$ cat config.mk
export PLATFORM = sky130hd
export DESIGN_NAME = led_row_scanner
export DESIGN_NICKNAME = d
export VERILOG_FILES = /design/src/rtl/led_row_scanner.sv
export SDC_FILE = /design/constraint.sdc
export NUM_CORES = 1
export LEC_CHECK = 0
export ABC_AREA = 1
export CORE_MARGIN = 1
export CORE_UTILIZATION = 55
export DETAILED_ROUTE_END_ITERATION = 12
export PLACE_DENSITY = 0.8
export SLEW_MARGIN = 20
export SYNTH_ARGS = -nofsm -noshare
export SYNTH_HDL_FRONTEND = slang
export SYNTH_SLANG_ARGS = --single-unit
$ cat constraint.sdc
create_clock -name clk -period 3.4 [get_ports clk]
set_clock_uncertainty 0.2 [all_clocks]
set_input_delay 1.02 -clock clk [delete_from_list [all_inputs] [get_ports clk]]
set_output_delay 1.02 -clock clk [all_outputs]
set_load 0.005 [all_outputs]
$ cat src/rtl/led_row_scanner.sv
// Time-multiplexed row scanner for an 8x8 board: blank/drive sequencing per row,
// with a one-deep pending board that is only swapped in at frame boundaries.
module led_row_scanner #(
    parameter int ROW_TICKS   = 1000,
    parameter int BLANK_TICKS = 16
) (
    input  logic        clk,
    input  logic        rst_n,
    input  logic        ena,
    input  logic [63:0] board_in,
    input  logic        board_valid,
    output logic        board_ready,
    output logic [2:0]  row_sel,
    output logic        row_ena,
    output logic [7:0]  cols,
    output logic        frame_done,
    output logic [1:0]  state_dbg
);

    localparam int MAX_TICKS = (ROW_TICKS > BLANK_TICKS) ? ROW_TICKS : BLANK_TICKS;
    localparam int TW        = $clog2(MAX_TICKS + 1);

    localparam logic [1:0] IDLE  = 2'd0;
    localparam logic [1:0] BLANK = 2'd1;
    localparam logic [1:0] DRIVE = 2'd2;

    logic [1:0]    state_q, state_d;
    logic [2:0]    row_q, row_d;
    logic [TW-1:0] tick_q, tick_d;
    logic [63:0]   active_q, active_d;
    logic [63:0]   pending_q, pending_d;
    logic          pend_full_q, pend_full_d;
    logic          frame_done_q, frame_done_d;

    // Handshake: a board transfers on any edge where board_valid and board_ready
    // are both high; board_ready is simply "pending buffer empty".
    always_comb begin
        state_d      = state_q;
        row_d        = row_q;
        tick_d       = tick_q;
        active_d     = active_q;
        pending_d    = pending_q;
        pend_full_d  = pend_full_q;
        frame_done_d = 1'b0;

        if (!ena) begin
            state_d = IDLE;
            row_d   = 3'd0;
            tick_d  = '0;
        end else begin
            case (state_q)
                IDLE: begin
                    state_d = BLANK;
                    row_d   = 3'd0;
                    tick_d  = '0;
                end
                BLANK: begin
                    if (tick_q == TW'(BLANK_TICKS - 1)) begin
                        state_d = DRIVE;
                        tick_d  = '0;
                    end else begin
                        tick_d = tick_q + TW'(1);
                    end
                end
                DRIVE: begin
                    if (tick_q == TW'(ROW_TICKS - 1)) begin
                        state_d = BLANK;
                        row_d   = row_q + 3'd1;
                        tick_d  = '0;
                        // End of row 7 is the frame boundary: the only mid-scan swap point.
                        if (row_q == 3'd7) begin
                            frame_done_d = 1'b1;
                            if (pend_full_q) begin
                                active_d    = pending_q;
                                pend_full_d = 1'b0;
                            end
                        end
                    end else begin
                        tick_d = tick_q + TW'(1);
                    end
                end
                default: begin
                    state_d = IDLE;
                    row_d   = 3'd0;
                    tick_d  = '0;
                end
            endcase
        end

        if (state_q == IDLE && pend_full_q) begin
            active_d    = pending_q;
            pend_full_d = 1'b0;
        end

        // Capture only while empty, so it can never collide with a swap.
        if (board_valid && !pend_full_q) begin
            pending_d   = board_in;
            pend_full_d = 1'b1;
        end
    end

    always_ff @(posedge clk) begin
        if (!rst_n) begin
            state_q      <= IDLE;
            row_q        <= 3'd0;
            tick_q       <= '0;
            active_q     <= '0;
            pending_q    <= '0;
            pend_full_q  <= 1'b0;
            frame_done_q <= 1'b0;
        end else begin
            state_q      <= state_d;
            row_q        <= row_d;
            tick_q       <= tick_d;
            active_q     <= active_d;
            pending_q    <= pending_d;
            pend_full_q  <= pend_full_d;
            frame_done_q <= frame_done_d;
        end
    end

    assign row_ena     = (state_q == DRIVE);
    assign row_sel     = row_q;
    assign cols        = row_ena ? active_q[8*row_q +: 8] : 8'h00;
    assign frame_done  = frame_done_q;
    assign board_ready = ~pend_full_q;
    assign state_dbg   = state_q;

endmodule

==> results summary, run 1 <==
The detailed-routing iteration count for the pre-antenna-repair pass is 5. The startpoint identified for the worst register-to-register timing path is row_sel[2]. The initial core utilization is 0.575. For this run, the top clock speed supported by timing is 0.302 GHz. The worst hold path belongs to the class register to register. The number of standard cells after synthesis is 881. The pin count of the biggest net entering global routing came out at 79.

The ratio of cells with drive above 1 in the final layout is 0.0708. After routing the design area is 7840 µm². The number of routed nets with antenna violations came out at 0.

The first-iteration detailed-routing DRC count is 399. The number of buffers inserted by port buffering is 83. 0 antenna diodes ended up in the layout. The final layout contains routed wiring with a total length of 14.6 mm. In the global route stage, overall resource usage came out at 0.257. The count of placed standard cells in the final layout, fillers left out came out at 1086. The maximum ir drop on the vdd rail came out at 435 µV. The xor and xnor fraction of the mapped netlist area is 0.00967. The total number of H-tree levels is 4. The mux share of post-synthesis cell area came out at 0. The number of nets in the synthesized netlist is 956. For the final routed database, the setup TNS stands at 0 ps.

The number of hold-repair buffers added at the cts stage is 0. Each instance of the synthesized netlist takes up on average 7.20 µm². Relative to the synthesized area, the layout overhead comes to 23.6%. The instance count after placement with tap cells included came out at 1053.

The number of antenna violations at the first check in global routing is 0. The detail-routed via count per cell came out at 5.36. The number of clock sinks is 145. The commonest non-fill, non-tap cell in the layout is sky130_fd_sc_hd__nor2_1. Of the synthesized area, sequential elements account for 0.458. The first global-routing pass estimated 24.0 mm of wire. The number of unique standard cell types used by synthesis is 27. The number of hold violations in the final report came out at 0.

The total congestion overflow after global routing is 0. The maximum fanout count along the critical path came out at 11. In this run, CTS created clock tree buffers numbering 17. The startpoint identified for the worst hold timing path is tick_q[0]. The instance area after placement is 7170 µm². The y dimension of the die is 109 µm. After layout, the minimum clock period comes to 3310 ps. The total number of vias came out at 5824. The post-synthesis compound-gate area fraction is 0.149.

The number of max-cap violations is 0. The signal arrival time at the worst endpoint came out at 2090 ps. The leakage power summed over all cells came out at 3.13 nW.

The later pin in the worst-skew pair is clocked with a latency of 420 ps. The startpoint kind of the worst setup timing path is a register. The worst slew margin relative to its limit came out at 0.585. STA classifies the critical path endpoint as an output pin.

After the last flow step, the layout net total stands at 1008. The share of the clock period used by the worst path is 0.973. The congestion estimate from routability-driven global placement came to 0.977. The number of synthesis warnings came out at 0.

In this run the worst setup path begins at row_sel[0]. By area, the combinational part of the netlist is dominated by simple AND/OR/NAND/NOR gates. The max-slew violation count came out at 0. The clock-pin slew on the worst setup and hold paths is 60 ps. The placeable core region is 11000 µm². Setup violations remaining at the end of the flow were counted as 0. The final routed DRC violation total is 0. The number of placement rows came out at 38. The final worst setup slack is 91.2 ps. The root buffer cell chosen for the clock tree is sky130_fd_sc_hd__clkbuf_16.

At the worst endpoint, the required time is 2180 ps. TritonCTS built the clock tree. The synthesized design contains 145 register bits.

The number of global-route vias before repair was 5146. Summed over all nets, the half-perimeter wirelength after detailed placement is 9.64 mm. The clock passes through at most 2 buffers. The die width is 109 µm.

The total power per unit cell area came out at 538 nW/µm². The design draws 4.21 mW. Of the total synthesized cell area, the portion taken by full adders, half adders and majority gates is 0.0138.

After detailed routing, the average wire length per cell comes to 13.4 µm. The die covers 12000 µm². The post-placement setup slack is 316 ps. The post-synthesis share of cell area spent on and, or, nand and nor gates came out at 0.264.

In the layout the commonest cells are sky130_fd_sc_hd__nor2_1 (206), sky130_fd_sc_hd__dfxtp_1 (143), sky130_fd_sc_hd__o21ai_0 (94). The flow ran to the end, and the final reports show no timing, DRC or antenna violations. The transition time at the pin with the least slew margin came out at 620 ps. The critical path start-end classification is register to output pin. The top-level port count is 84. The cell area that synthesis handed to floorplanning was 6340 µm².
[cells by family after synthesis]
| logic type | Yosys count |
|---|---|
| AOI/OAI and AO/OA | 182 |
| xor gates and xnor gates | 7 |
| adders and majority gates | 7 |
| buffers and inverters | 150 |
| DFF | 145 |
| and+or+nand+nor | 390 |
[power breakdown]
group,internal [mW],switching (mW),leakage [nW]
Combinational,0.203,0.278,1.65
Sequential,1.83,0.0650,1.20
Clock,1.09,0.746,0.276
Total,3.12,1.09,3.13
[critical path, cell delays in order, from the launching register on]
cell	delay, ps
sky130_fd_sc_hd__dfxtp_4	410
sky130_fd_sc_hd__buf_4	200
sky130_fd_sc_hd__o21ai_0	100
sky130_fd_sc_hd__o22ai_1	190
sky130_fd_sc_hd__nor2_1	70
sky130_fd_sc_hd__nor2_2	180
sky130_fd_sc_hd__clkdlybuf4s50_1	530
[final cells by class]
cell class / count / area (µm²)
timing repair buffer: 99 / 1040
multi-input combinational: 586 / 2800
sequential: 145 / 2910
tap: 140 / 175
inverter: 84 / 319
clock inverter: 15 / 161
fill: 888 / 3200
clock buffer: 17 / 425
[cells in the mapped netlist, drive strengths merged]
| cell | count | share of area |
|---|---|---|
| a21oi | 67 | 0.053 |
| buf | 26 | 0.032 |
| clkbuf | 40 | 0.024 |
| dfxtp | 145 | 0.46 |
| ha | 7 | 0.014 |
| inv | 84 | 0.050 |
| nand2 | 99 | 0.060 |
| nand2b | 1 | 0.00099 |
| nand3 | 8 | 0.0071 |
| nand3b | 1 | 0.0012 |
| nand4 | 68 | 0.067 |
| nor2 | 211 | 0.13 |
| nor3 | 1 | 0.00079 |
| nor4b | 1 | 0.0014 |
| o211ai | 8 | 0.0095 |
| o21ai | 98 | 0.077 |
| o21bai | 1 | 0.0012 |
| o22ai | 8 | 0.0079 |
| xnor2 | 2 | 0.0028 |
| xor2 | 5 | 0.0069 |
[registers in the layout, indices dropped and copies added (netlist names)]
register / flops
active_q: 64
frame_done: 1
pend_full_q: 1
pending_q: 64
row_sel: 3
state_dbg: 2
tick_q: 10
[metrics by stage]
step	utilization	hold WS, ps
2_1_floorplan	-	217
3_3_place_gp	0.650	231
3_5_place_dp	0.650	238
4_1_cts	0.705	252
5_1_grt	0.710	271
6_report	0.710	244
[final timing paths]
kind	endpoint	slack, ps	depth (start not counted)
worst max-delay path	cols[2]	90	6
worst min-delay path	tick_q[0]	240	1
worst max register to register	active_q[6]	870	8
worst min register to register	tick_q[0]	240	1
[metal layers]
metal / vias to the layer above / global-route usage / share of wire
li1: 2983 / - / -
met1: 2654 / 0.343 / 0.46
met2: 158 / 0.402 / 0.46
met3: 29 / 0.0581 / 0.058
met4: 0 / 0.108 / 0.024
met5: - / 0 / 0
[what timing repair did]
action / CTS / global route
pin swaps: 0 / 1
setup endpoints to repair: 8 / 8
gates cloned: 0 / 1
resized for setup: 5 / 17
buffers inserted: 0 / 0
No activity file was read; power rests on OpenSTA's default activity.
==> run 2: changes to the inputs <==
--- a/config.mk
+++ b/config.mk
@@ -6,10 +6,10 @@
 export NUM_CORES = 1
 export LEC_CHECK = 0
 export ABC_AREA = 1
-export CORE_MARGIN = 1
+export CORE_MARGIN = 3
 export CORE_UTILIZATION = 55
 export DETAILED_ROUTE_END_ITERATION = 12
-export PLACE_DENSITY = 0.8
+export PLACE_DENSITY_LB_ADDON = 0.3
 export SLEW_MARGIN = 20
 export SYNTH_ARGS = -nofsm -noshare
 export SYNTH_HDL_FRONTEND = slang
==> results summary, run 2 (synthesis results as in run 1) <==
The run finished with clean final reports. The die outline area was 12900 µm² (+7.4%). The setup TNS came out at 0 ps (unchanged). The detail-routed via count per cell came to 5.34 (-0.39%). The detailed router used layers up to and including met4. The number of diodes is 0 (unchanged). The total congestion overflow after global routing is 0 (unchanged). The total met3 wirelength after detailed routing came out at 880 µm (+4.3%). The total length of routed wires is 14.4 mm (-0.86%).

The internal reg-to-reg setup slack came out at 1120 ps (+250 ps). The number of hold-repair buffers added at the cts stage is 0 (unchanged). The number of filler instances in the final layout came out at 916 (+3.2%). The overall power after layout came to 4.18 mW (-0.85%). The number of placement rows came out at 38 (unchanged). The class of the most critical hold timing path is register to register. The library cell used most frequently in the layout, excluding fill and tap cells, is sky130_fd_sc_hd__nor2_1. The global-route total usage across every layer is 0.230 (-0.0278).

The total number of H-tree levels was 4 (unchanged). The critical path goes through inv_1, buf_12, o21ai_0, o22ai_1, nor2_1, nor2_2, clkdlybuf4s50_1. The share of the clock period used by the worst path came to 0.971 (-0.00233). The number of max-cap violations came to 0 (unchanged). The slowest stage of the critical path belongs to the cell sky130_fd_sc_hd__clkdlybuf4s50_1. The first-iteration detailed-routing DRC count is 602 (+51%).

The transition time at the pin with the least slew margin is 689 ps (+68.4 ps). The clock-pin slew on the worst setup and hold paths is 60 ps (about the same). The detailed-routing iteration count for the pre-antenna-repair pass came out at 7 (+2). The maximum fanout count along the critical path came out at 32 (+21).

The nature of the critical path endpoint is an output pin. Setup repair after global routing left no endpoint under its margin. The initial core utilization came out at 0.575 (unchanged). The setup path with the least slack is of type register to output pin.

The y dimension of the die is 113 µm (+3.7%). The placeable core region came out at 11000 µm² (unchanged). The number of buffers on the longest clock path is 2 (unchanged).

The peak per-stage delay on the critical path came out at 530 ps (about the same). The met1 wire length is 6.72 mm (+1.1%). The global-route wire length before repair came out at 24.1 mm (+0.26%). The final weighted congestion in routability-driven placement is 0.876 (-10%).

Clock tree synthesis selected as its root buffer the cell sky130_fd_sc_hd__clkbuf_16. The post-route minimum period was 3300 ps (-7.93 ps). The required time of the worst setup path is 2180 ps (about the same). The placed wire-length estimate came out at 9.59 mm (-0.58%). The area of all placed cells without fillers came to 7780 µm² (-0.67%).

The total number of vias came to 5801 (-0.39%). The startpoint kind of the worst setup timing path is a register. The average routed wire per standard cell is 13.3 µm (-0.86%). The upper clock frequency limit came to 0.303 GHz (+0.24%). The leakage power summed over all cells was 3.08 nW (-1.5%). The signal arrival time at the worst endpoint is 2080 ps (about the same).

The post-route core utilization came out at 0.706 (-0.00476). The number of buffers inserted by port buffering is 83 (unchanged). The number of antenna violations at the first check in global routing is 0 (unchanged).

The buffer count from post-CTS setup fixing came out at 0 (unchanged). The pin count of the biggest net entering global routing came out at 118 (+49%). The maximum ir drop on the vdd rail is 486 µV (+12%). From synthesis to final layout, the design area changed by 22.8%. The total power per unit cell area came out at 537 nW/µm² (-0.18%). The number of nets in the finished design was 1008 (unchanged). The clock latency reported for the late side of the worst-skew pair came to 420 ps (about the same). In the layout the commonest cells are sky130_fd_sc_hd__nor2_1 (207), sky130_fd_sc_hd__dfxtp_1 (144), sky130_fd_sc_hd__o21ai_0 (98). The max-slew violation count came out at 0 (unchanged). The worst slew margin relative to its limit came to 0.540 (-0.0448). The instance area after placement is 7180 µm² (+0.10%). The number of routed nets with antenna violations is 0 (unchanged). The wire length on met2 came out at 6.60 mm (-2.0%). The largest registers in the layout are active_q (64), pending_q (64), tick_q (10).

The top-level port count came out at 84 (unchanged). The final worst setup slack came out at 99.1 ps (+7.93 ps). The post-placement setup slack is 408 ps (+92.3 ps). TritonCTS built the clock tree. The setup-violating endpoint count in the final report is 0 (unchanged). The ratio of cells with drive above 1 in the final layout came out at 0.0624 (-0.00846).

The final routed DRC violation total came out at 0 (unchanged). The number of clock sinks is 145 (unchanged). The die width is 113 µm (+3.7%).

The number of hold violations in the final report is 0 (unchanged). The total clock buffers created by CTS came out at 17 (unchanged). The number of global-route vias before repair came out at 5123 (-0.45%).
## run 2: area by class of cell
cell class              count  area, µm²  area share
inverters                  84        315      0.0405
repair buffers             99       1020       0.131
flip-flops and latches    145       2900       0.373
clock buffers              21        440      0.0566
multi-input cells         586       2800       0.359
clock inverters            11        131      0.0169
well taps                 140        175      0.0225
## run 2: per-stage QoR
stage	hold WS (ps)	std cells
after floorplan	217	881
after global placement	231	1054
after detailed placement	238	1054
after CTS	251	1086
after global routing	275	1086
final	247	1086
## run 2: path summary, 6_finish.rpt
check,from,end,cells after the start
setup / recovery,row_sel[0],cols[4],7
hold / removal,tick_q[0],tick_q[0],1
setup reg to reg,row_sel[2],active_q[7],8
hold reg to reg,tick_q[0],tick_q[0],1
## run 2: layer usage
layer | up-vias | track usage
met5 | - | 0
met4 | 0 | 0.0873
met3 | 24 | 0.0481
met2 | 199 | 0.362
met1 | 2597 | 0.311
li1 | 2981 | -
## run 2: where the power goes
part | leakage, nW | switching (mW) | internal, mW
registers | 1.20 | 0.0632 | 1.84
clock network | 0.257 | 0.714 | 1.08
logic | 1.63 | 0.279 | 0.201
## run 2: timing repair
action,in CTS,in global routing
endpoints found under the setup margin,6,8
gates resized for setup,2,8
pin swaps,0,2
## run 2: critical path, delay by kind of cell, from the launching register on
kind,cells,cell delay [ps]
buf+inv,3,820
flops,1,330
compound gates,2,280
simple gates,2,240
==> run 3: changes to the inputs <==
--- a/config.mk
+++ b/config.mk
@@ -9,7 +9,7 @@
 export CORE_MARGIN = 3
 export CORE_UTILIZATION = 55
 export DETAILED_ROUTE_END_ITERATION = 12
-export PLACE_DENSITY_LB_ADDON = 0.3
+export PLACE_DENSITY = 0.83
 export SLEW_MARGIN = 20
 export SYNTH_ARGS = -nofsm -noshare
 export SYNTH_HDL_FRONTEND = slang
==> results summary, run 3 (synthesis results as in run 1) <==
The die outline area came out at 12900 µm² (unchanged). The setup-violating endpoint count in the final report is 0 (unchanged). The switching share of total power is 0.252 (-0.000276). The internal power component is 3.15 mW (+1.1%). The global-route wire length before repair is 24.4 mm (+1.4%). The instance area after placement came out at 7180 µm² (about the same).

The tree is rooted in a sky130_fd_sc_hd__clkbuf_16. The max-slew violation count is 0 (unchanged). The number of gates resized after cts is 2 (unchanged). The share of the clock period used by the worst path is 0.964 (-0.00732). The number of hold violations in the final report came out at 0 (unchanged). The final weighted congestion in routability-driven placement came out at 0.899 (+2.6%).

The number of buffers on the longest clock path came to 2 (unchanged). The total congestion overflow after global routing was 0 (unchanged). The proportion of power drawn by the clock network came out at 0.437 (+0.007). The number of routed nets with antenna violations was 0 (unchanged). The ratio of cells with drive above 1 in the final layout is 0.0667 (+0.00437).

The worst slew margin relative to its limit came out at 0.557 (+0.0165). The number of diodes is 0 (unchanged). The worst setup path is captured at an output pin. The top-level port count is 84 (unchanged). The number of buffers inserted by port buffering came out at 83 (unchanged). The average routed wire per standard cell came out at 13.6 µm (+2.2%).

The post-route core utilization is 0.708 (+0.00204). Setup repair after global routing left no endpoint under its margin. The leakage power summed over all cells was 3.13 nW (+1.5%).

The maximum ir drop on the vdd rail came to 476 µV (-2.0%). The wire length on met2 is 6.69 mm (+1.5%). The detailed-routing iteration count for the pre-antenna-repair pass is 5 (-2). The clock latency reported for the late side of the worst-skew pair came out at 420 ps (about the same).

The initial core utilization came to 0.575 (unchanged). The number of global-route vias before repair is 5069 (-1.1%). The number of clock sinks came to 145 (unchanged).

The total length of routed wires is 14.7 mm (+2.0%). The worst setup path is launched from a register. The number of nets in the finished design is 1007 (-0.099%). The buffer count from post-CTS setup fixing is 0 (unchanged). The final worst setup slack is 124 ps (+24.9 ps). The number of hold-repair buffers added at the cts stage came out at 0 (unchanged). The met1 wire length came out at 7.04 mm (+4.7%).

The total clock buffers created by CTS is 17 (unchanged). The setup TNS is 0 ps (unchanged). The largest registers in the layout are active_q (64), pending_q (64), tick_q (10). The total number of vias is 5768 (-0.57%). The post-route minimum period is 3280 ps (-24.9 ps).

The clock-pin slew on the worst setup and hold paths is 60 ps (about the same). The global-route total usage across every layer came to 0.232 (+0.00245). The top cell types in the final layout, fill and taps aside, are sky130_fd_sc_hd__nor2_1 (207), sky130_fd_sc_hd__dfxtp_1 (143), sky130_fd_sc_hd__o21ai_0 (98).

The signal arrival time at the worst endpoint is 2060 ps (-20 ps). The class of the most critical hold timing path is register to register. The highest metal layer carrying signal wires in the routed design is met4.

The final routed DRC violation total came out at 0 (unchanged). The proportion of power drawn by flip-flops and latches came out at 0.450 (-0.005). The placeable core region is 11000 µm² (unchanged). The flow ran to the end, and the final reports show no timing, DRC or antenna violations. The die width is 113 µm (unchanged). The number of max-cap violations is 0 (unchanged).

The layout overhead on the synthesized area came out at 23.1%. The number of placement rows is 38 (unchanged). The total met3 wirelength after detailed routing came to 836 µm (-5.0%). The worst setup path is of the register to output pin kind. The number of antenna violations at the first check in global routing is 0 (unchanged). The number of filler instances in the final layout was 868 (-5.2%). The total power per unit cell area came to 541 nW/µm² (+0.76%). The placed wire-length estimate came out at 9.73 mm (+1.5%).

The detail-routed via count per cell is 5.32 (-0.39%). The y dimension of the die is 113 µm (unchanged). The total number of H-tree levels came to 4 (unchanged). The required time of the worst setup path was 2180 ps (about the same).

The library cell used most frequently in the layout, excluding fill and tap cells, is sky130_fd_sc_hd__nor2_1. The combinational fraction of design power is 0.113 (-0.002). The pin count of the biggest net entering global routing came out at 77 (-35%). The maximum fanout count along the critical path is 30 (-6.3%). The area of all placed cells without fillers is 7800 µm² (+0.29%). The post-placement setup slack came out at 232 ps (-176 ps). The transition time at the pin with the least slew margin came out at 663 ps (-26.1 ps). The first-iteration detailed-routing DRC count is 502 (-17%). The upper clock frequency limit is 0.305 GHz (+0.76%). The hold slack was 248 ps (+0.305 ps).

The switching power total came out at 1.07 mW (+0.94%). The TritonCTS clock tree is done.
==> run 3: cell types whose count changed in the layout (fill, tap and decap cells not counted), moves of 2 or more <==
cell,change
sky130_fd_sc_hd__clkbuf_1,-3
sky130_fd_sc_hd__buf_6,-2
sky130_fd_sc_hd__clkbuf_8,+2
sky130_fd_sc_hd__clkdlybuf4s50_1,-2
sky130_fd_sc_hd__dlymetal6s2s_1,+2
sky130_fd_sc_hd__inv_1,-2
sky130_fd_sc_hd__inv_2,+2
==> run 3: worst max-delay path, cell delays in order (launching register included) <==
cell	delay (ps)
sky130_fd_sc_hd__dfxtp_2	370
sky130_fd_sc_hd__buf_12	170
sky130_fd_sc_hd__nor2_1	60
sky130_fd_sc_hd__nor2_1	70
sky130_fd_sc_hd__o21ai_0	90
sky130_fd_sc_hd__o211ai_1	90
sky130_fd_sc_hd__nand2_1	80
sky130_fd_sc_hd__nor2_1	180
sky130_fd_sc_hd__clkdlybuf4s50_1	530
==> run 3: per-stage QoR <==
stage	cells	power, mW
after floorplan	881	2.24
after global placement	1053	2.39
after detailed placement	1053	2.40
after CTS	1084	4.23
after global routing	1084	4.38
final	1084	4.22
==> run 3: cell type report <==
| cell class | instances | area [µm²] | area share |
|---|---|---|---|
| Clock buffer | 20 | 457 | 0.0585 |
| Clock inverter | 11 | 131 | 0.0168 |
| Inverter | 84 | 315 | 0.0404 |
| Tap cell | 140 | 175 | 0.0224 |
| Multi-Input combinational cell | 586 | 2800 | 0.358 |
| Timing Repair Buffer | 98 | 1020 | 0.131 |
| Sequential cell | 145 | 2910 | 0.373 |
==> run 3: layer usage <==
layer	up-vias	global-route usage
met3	19	0.0524
met4	0	0.0697
met2	161	0.360
met1	2609	0.324
met5	-	0
li1	2979	-
==> run 3: power groups by stage <==
stage          clock network, mW  registers (mW)  logic, mW
2_1_floorplan                  0            1.91      0.335
3_3_place_gp                   0            1.93      0.462
3_5_place_dp                   0            1.93      0.471
4_1_cts                     1.86            1.90      0.476
5_1_grt                     1.92            1.91      0.548
6_report                    1.84            1.90      0.478
==> run 3: worst paths after layout <==
| kind | start | endpoint | slack, ps | cells after the start |
|---|---|---|---|---|
| worst max-delay path | row_sel[0] | cols[7] | 120 | 8 |
| worst min-delay path | tick_q[0] | tick_q[0] | 250 | 1 |
| worst max register to register | row_sel[2] | active_q[7] | 810 | 8 |
| worst min register to register | tick_q[0] | tick_q[0] | 250 | 1 |
